--- src/rtl/instruction_fetch.sv ---
// Instruction fetch stage: owns the PC, issues one-at-a-time word reads to IM and buffers
// returned words in a prefetch FIFO for decode. Optional counters under IF_PERF_EN.
module instruction_fetch #(
  parameter logic [31:0] RESET_PC = 32'h0000_0000,
  parameter int unsigned DEPTH    = 4,
  parameter logic [31:0] PC_INC   = 32'd1
) (
  input  logic        CLK,
  input  logic        RESET,
  input  logic        fetch_en,
  input  logic        pc_W_PC,
  input  logic [31:0] pc_target,
  output logic        im_req,
  output logic [31:0] im_addr,
  input  logic        im_ack,
  input  logic [31:0] im_rdata,
  output logic        id_valid,
  input  logic        id_ready,
  output logic [31:0] id_instruction,
  output logic [31:0] id_pc
`ifdef IF_PERF_EN
  ,
  output logic [31:0] perf_fetch_cnt,
  output logic [15:0] perf_flush_cnt
`endif
);

  localparam int unsigned PtrW = $clog2(DEPTH);
  localparam int unsigned CntW = PtrW + 1;

  typedef enum logic [0:0] {StIdle, StReq} state_e;

  state_e          state_q, state_d;
  logic [31:0]     pc_q, pc_d;
  logic [31:0]     addr_q, addr_d;
  logic            drop_q, drop_d;
  logic [CntW-1:0] count_q, count_d;
  logic [PtrW-1:0] rd_ptr_q, wr_ptr_q;
  logic [31:0]     mem_instr [DEPTH];
  logic [31:0]     mem_pc    [DEPTH];

  logic ack, push, pop, issue, start, head_valid;

  assign head_valid = (count_q != '0);
  assign ack        = (state_q == StReq) && im_ack;
  // An ack in the redirect cycle belongs to the old stream and is discarded.
  assign push       = ack && !drop_q && !pc_W_PC;
  assign pop        = head_valid && id_ready;
  // Credit check counts the word being pushed this edge so back-to-back issue stays safe.
  assign issue      = fetch_en && !pc_W_PC && ((32'(count_q) + 32'(push)) < DEPTH);
  assign start      = issue && ((state_q == StIdle) || im_ack);

  always_ff @(posedge CLK or negedge RESET) begin
    if (!RESET) begin
      state_q <= StIdle;
    end else begin
      state_q <= state_d;
    end
  end

  always_comb begin
    state_d = state_q;
    unique case (state_q)
      StIdle:  if (issue) state_d = StReq;
      StReq:   if (im_ack) state_d = issue ? StReq : StIdle;
      default: state_d = StIdle;
    endcase
  end

  always_comb begin
    im_req         = (state_q == StReq);
    im_addr        = addr_q;
    id_valid       = head_valid;
    id_instruction = head_valid ? mem_instr[rd_ptr_q] : '0;
    id_pc          = head_valid ? mem_pc[rd_ptr_q] : '0;
  end

  always_comb begin
    pc_d = pc_q;
    if (pc_W_PC) begin
      pc_d = pc_target;
    end else if (push) begin
      pc_d = pc_q + PC_INC;
    end

    addr_d = start ? pc_d : addr_q;

    drop_d = drop_q;
    if (ack) begin
      drop_d = 1'b0;
    end else if (pc_W_PC && (state_q == StReq)) begin
      drop_d = 1'b1;
    end

    if (pc_W_PC) begin
      count_d = '0;
    end else begin
      count_d = count_q + CntW'(push) - CntW'(pop);
    end
  end

  always_ff @(posedge CLK or negedge RESET) begin
    if (!RESET) begin
      pc_q     <= RESET_PC;
      addr_q   <= RESET_PC;
      drop_q   <= 1'b0;
      count_q  <= '0;
      rd_ptr_q <= '0;
      wr_ptr_q <= '0;
    end else begin
      pc_q    <= pc_d;
      addr_q  <= addr_d;
      drop_q  <= drop_d;
      count_q <= count_d;
      if (pc_W_PC) begin
        rd_ptr_q <= '0;
        wr_ptr_q <= '0;
      end else begin
        if (push) wr_ptr_q <= wr_ptr_q + 1'b1;
        if (pop)  rd_ptr_q <= rd_ptr_q + 1'b1;
      end
    end
  end

  // Storage needs no reset: entries are only visible while counted.
  always_ff @(posedge CLK) begin
    if (push) begin
      mem_instr[wr_ptr_q] <= im_rdata;
      mem_pc[wr_ptr_q]    <= addr_q;
    end
  end

  no_push_when_full: assert property (@(posedge CLK) disable iff (!RESET)
    !(push && (count_q == CntW'(DEPTH))));

`ifdef IF_PERF_EN
  always_ff @(posedge CLK or negedge RESET) begin
    if (!RESET) begin
      perf_fetch_cnt <= '0;
      perf_flush_cnt <= '0;
    end else begin
      if (push && (perf_fetch_cnt != '1))    perf_fetch_cnt <= perf_fetch_cnt + 1'b1;
      if (pc_W_PC && (perf_flush_cnt != '1)) perf_flush_cnt <= perf_flush_cnt + 1'b1;
    end
  end
`else
  // Performance counters not built.
`endif

endmodule

--- config.mk ---
export PLATFORM = sky130hd
export DESIGN_NAME = instruction_fetch
export DESIGN_NICKNAME = d
export VERILOG_FILES = /design/src/rtl/instruction_fetch.sv
export SDC_FILE = /design/constraint.sdc
export NUM_CORES = 1
export LEC_CHECK = 0
export CAP_MARGIN = 20
export CORE_AREA = 4 4 189 191
export CTS_BUF_LIST = sky130_fd_sc_hd__clkbuf_16
export DETAILED_ROUTE_END_ITERATION = 10
export DIE_AREA = 0 0 193 195
export GPL_TIMING_DRIVEN = 0
export MAX_ROUTING_LAYER = met4
export SYNTH_ARGS = -nofsm -noshare
export SYNTH_HDL_FRONTEND = slang
export SYNTH_SLANG_ARGS = --single-unit
--- constraint.sdc ---
create_clock -name CLK -period 8.06 [get_ports CLK]
set_clock_uncertainty 0.1 [all_clocks]
set_input_delay 1.209 -clock CLK [delete_from_list [all_inputs] [get_ports CLK]]
set_output_delay 1.209 -clock CLK [all_outputs]
set_load 0.02 [all_outputs]
==> flow_metrics.py <==
metrics = {
    "status": {
        "run_status": "completed",
    },
    "logic_synthesis": {
        "synth_warnings": 0,
        "yosysMostFrequentCell": "sky130_fd_sc_hd__edfxtp_1",
        "synth.ff_latch_count": 329,
        "post_synth_most_frequent_cells": "sky130_fd_sc_hd__edfxtp_1, sky130_fd_sc_hd__dfrtp_1, sky130_fd_sc_hd__and2_1",
        "syn_area_per_cell_um2": 18.7,
        "yosys.area.top_type": "sky130_fd_sc_hd__edfxtp_1",
        "netlist-cell-type-count": 38,
        "yosysTopAreaCellShare_pct": 57.3,
        "syn_nets": 798,
        "synthesis.area_mm2": 0.0134,
        "ys_async_sr_fraction_pct": 22.2,
        "synth-seq-area-share_pct": 70.9,
        "synth-edff-count": 256,
        "ys.flop_type": "sky130_fd_sc_hd__edfxtp_1",
        "cell_count_after_synthesis": 719,
        "post_synth_main_area_contributors": "sky130_fd_sc_hd__edfxtp_1, sky130_fd_sc_hd__dfrtp_1, sky130_fd_sc_hd__mux4_2",
    },
    "placed_design": {
        "place_hpwl_um": 19400,
        "gp_routability_congestion": 0.772,
        "placed_cells_incl_taps": 1346,
        "port_buffers": 167,
        "dp_worst_setup_slack_ps": 4050,
    },
    "global_route": {
        "grt_pass1_vias": 7473,
        "first_pass_grt_wire_length_um": 45200,
        "grtUsageTotal_pct": 16.1,
        "overflow": 0,
        "antenna_found_initial": 0,
        "pin_count_of_the_biggest_net_entering_global_routing": 48,
    },
    "critical_path": {
        "crit_chain": "clkbuf_1 > clkbuf_1 > mux4_2 > and2_1 > clkdlybuf4s50_1",
        "reg2reg_slack_ps": 5530,
        "cp_slowest_stage_delay_ps": 600,
        "critPathMaxFanout": 10,
        "worstReg2RegStart": "count_q[1]",
        "cp-end-kind": "output port",
        "r2r_cells": 9,
        "startpoint": "rd_ptr_q[1]",
        "cell_mode_on_critical_path": "sky130_fd_sc_hd__clkbuf_1",
        "worstPathArrival_ps": 3200,
        "critical_path.slowest_cell": "sky130_fd_sc_hd__clkbuf_1",
        "critical_path.reg2reg.endpoint": "count_q[2]",
        "crit_path_end": "id_pc[8]",
        "worst-endpoint-required_ps": 6750,
        "crit_type": "flop to output port",
        "timing.critical_path.from_type": "flop",
    },
    "power_and_ir_drop": {
        "p_leak_nw": 5.94,
        "worst_ir_drop_vdd_uv": 185,
        "power.density_cell_area_mw_per_mm2": 330,
        "totalPowerFinal_w": 0.00567,
    },
    "worst_hold_path": {
        "hold_path_class": "flop to flop",
        "timing.hold.worst_path_depth": 0,
    },
    "final_layout": {
        "finalNonFillerCells": 1414,
        "register_area_mm2": 0.00951,
        "final.fill_count": 2880,
        "multi_input_area_mm2": 0.00372,
        "finish.net_count": 1009,
        "area_growth_pct": 27.8,
        "drive_gt1_share_pct": 21.5,
        "antenna_cells": 0,
    },
    "clock_network": {
        "htreeDepth": 2,
        "cts_setup_buffers": 0,
        "clk_root_buf": "sky130_fd_sc_hd__clkbuf_16",
        "resized_cells_post_cts": 0,
        "number_of_hold_buffers_added_after_cts": 0,
        "clock_insertion_delay_worst_skew_ps": 510,
        "cts_max_path_buffers": 3,
        "worst_setup_hold_path_clk_slew_ps": 60,
        "cts_sinks": 329,
        "tritoncts": "built",
        "numCtsBuffers": 37,
    },
    "routing": {
        "antenna_violating_nets_post_route": 0,
        "drtIter0Drc": 374,
        "total_number_of_vias": 7080,
        "drt-pass1-iter-count": 4,
        "detail_route.vias_per_cell": 5.01,
        "detail_route.wl_per_cell_um": 20.9,
        "wirelength_um": 29600,
        "drc": 0,
    },
    "floorplan": {
        "start_util_pct": 39.3,
        "rows": 68,
        "boundaryPins": 168,
        "fp.dieArea_mm2": 0.0376,
        "die_h_um": 195,
        "floorplan.core_area_mm2": 0.0341,
        "die_x_um": 193,
    },
    "timing": {
        "fmaxAchievable_mhz": 222,
        "report.final.hold_viol_count": 0,
        "unrepaired_setup_endpoints_after_global_routing": "no",
        "setup_viol": 0,
        "timing.final.crit_share_pct": 56.0,
        "slew_headroom_pct": 36.5,
        "drv_slew": 0,
        "worstMarginPinSlew_ps": 953,
        "final_period_minus_worst_setup_slack_ps": 4510,
        "final.setup.worst_slack_ps": 3550,
        "tns_setup_ps": 0,
    },
    "run": {
        "drv.max_cap_violation_count": 0,
    },
}
## layer usage
metal	global-route usage, %	share of wire [%]
met1	22.7	46
met2	25.2	48
met3	2.66	4.4
met4	3.44	1.6
met5	-	0
## how the worst min path moves through the flow
| stage | from | slack (ps) | end |
|---|---|---|---|
| after floorplan | drop_q | 420 | drop_q |
| after global placement | drop_q | 440 | drop_q |
| after detailed placement | im_addr[25] | 450 | mem_pc[0][25] |
| after CTS | im_addr[17] | 460 | mem_pc[0][17] |
| after global routing | im_addr[17] | 490 | mem_pc[0][17] |
| final | im_addr[24] | 460 | mem_pc[2][24] |
## worst max-delay path: cells and delay by family (launching register included)
family	cells	cell delay [ps]
buf+inv	3	1740
mux	1	410
flops	1	340
simple gates	1	180
## power breakdown
| part | internal (W) | leakage [nW] | switching, W |
|---|---|---|---|
| Clock | 0.00115 | 0.690 | 0.000671 |
| Sequential | 0.00204 | 3.18 | 0.000163 |
| Combinational | 0.000843 | 2.06 | 0.000790 |
## stage by stage
step	instance area, um^2	util [%]	hold slack [ps]
2_1_floorplan	13400	-	418
3_3_place_gp	15700	45.9	439
3_5_place_dp	15800	46.3	448
4_1_cts	17200	50.3	464
5_1_grt	17200	50.3	487
6_report	17200	50.3	458
## area by class of cell
type	count	area share (%)
Timing Repair Buffer	172	10.5
Multi-Input combinational cell	348	21.7
Tap cell	455	3.32
Sequential cell	329	55.5
Inverter	8	0.175
Buffer	34	0.999
Clock buffer	40	5.84
Clock inverter	28	1.99
## cell usage in the layout, fill, tap and decap left out, types with 10 or more instances in the layout
cell / n
sky130_fd_sc_hd__inv_1: 16
sky130_fd_sc_hd__dfrtp_1: 73
sky130_fd_sc_hd__clkbuf_16: 40
sky130_fd_sc_hd__nand2_1: 27
sky130_fd_sc_hd__clkdlybuf4s50_1: 166
sky130_fd_sc_hd__and2_1: 67
sky130_fd_sc_hd__nand3_1: 10
sky130_fd_sc_hd__mux4_2: 64
sky130_fd_sc_hd__nand4_1: 11
sky130_fd_sc_hd__xor2_1: 27
sky130_fd_sc_hd__nor2_1: 11
sky130_fd_sc_hd__mux2_4: 28
sky130_fd_sc_hd__clkbuf_1: 17
sky130_fd_sc_hd__edfxtp_1: 256
sky130_fd_sc_hd__o21ai_0: 10
sky130_fd_sc_hd__mux2_2: 26
## flip-flops by register name, indices dropped and copies added, names as in the netlist
name,cells
drop_q,1
count_q,3
rd_ptr_q,2
pc_q,32
mem_pc,128
im_req,1
mem_instr,128
im_addr,32
wr_ptr_q,2
## cells by family (layout without fill, tap and decap cells)
kind of cell	Yosys count	after routing	share of synthesized area [%]
AO/OA/AOI/OAI	17	17	0.746
XOR/XNOR	35	35	2.28
adder cells (fa/ha/maj)	9	9	0.895
buffers and inverters	42	282	1.50
flip-flops	329	329	70.9
multiplexers	119	119	16.1
AND/OR/NAND/NOR	168	168	7.57
No activity file was read; power rests on OpenSTA's default activity.
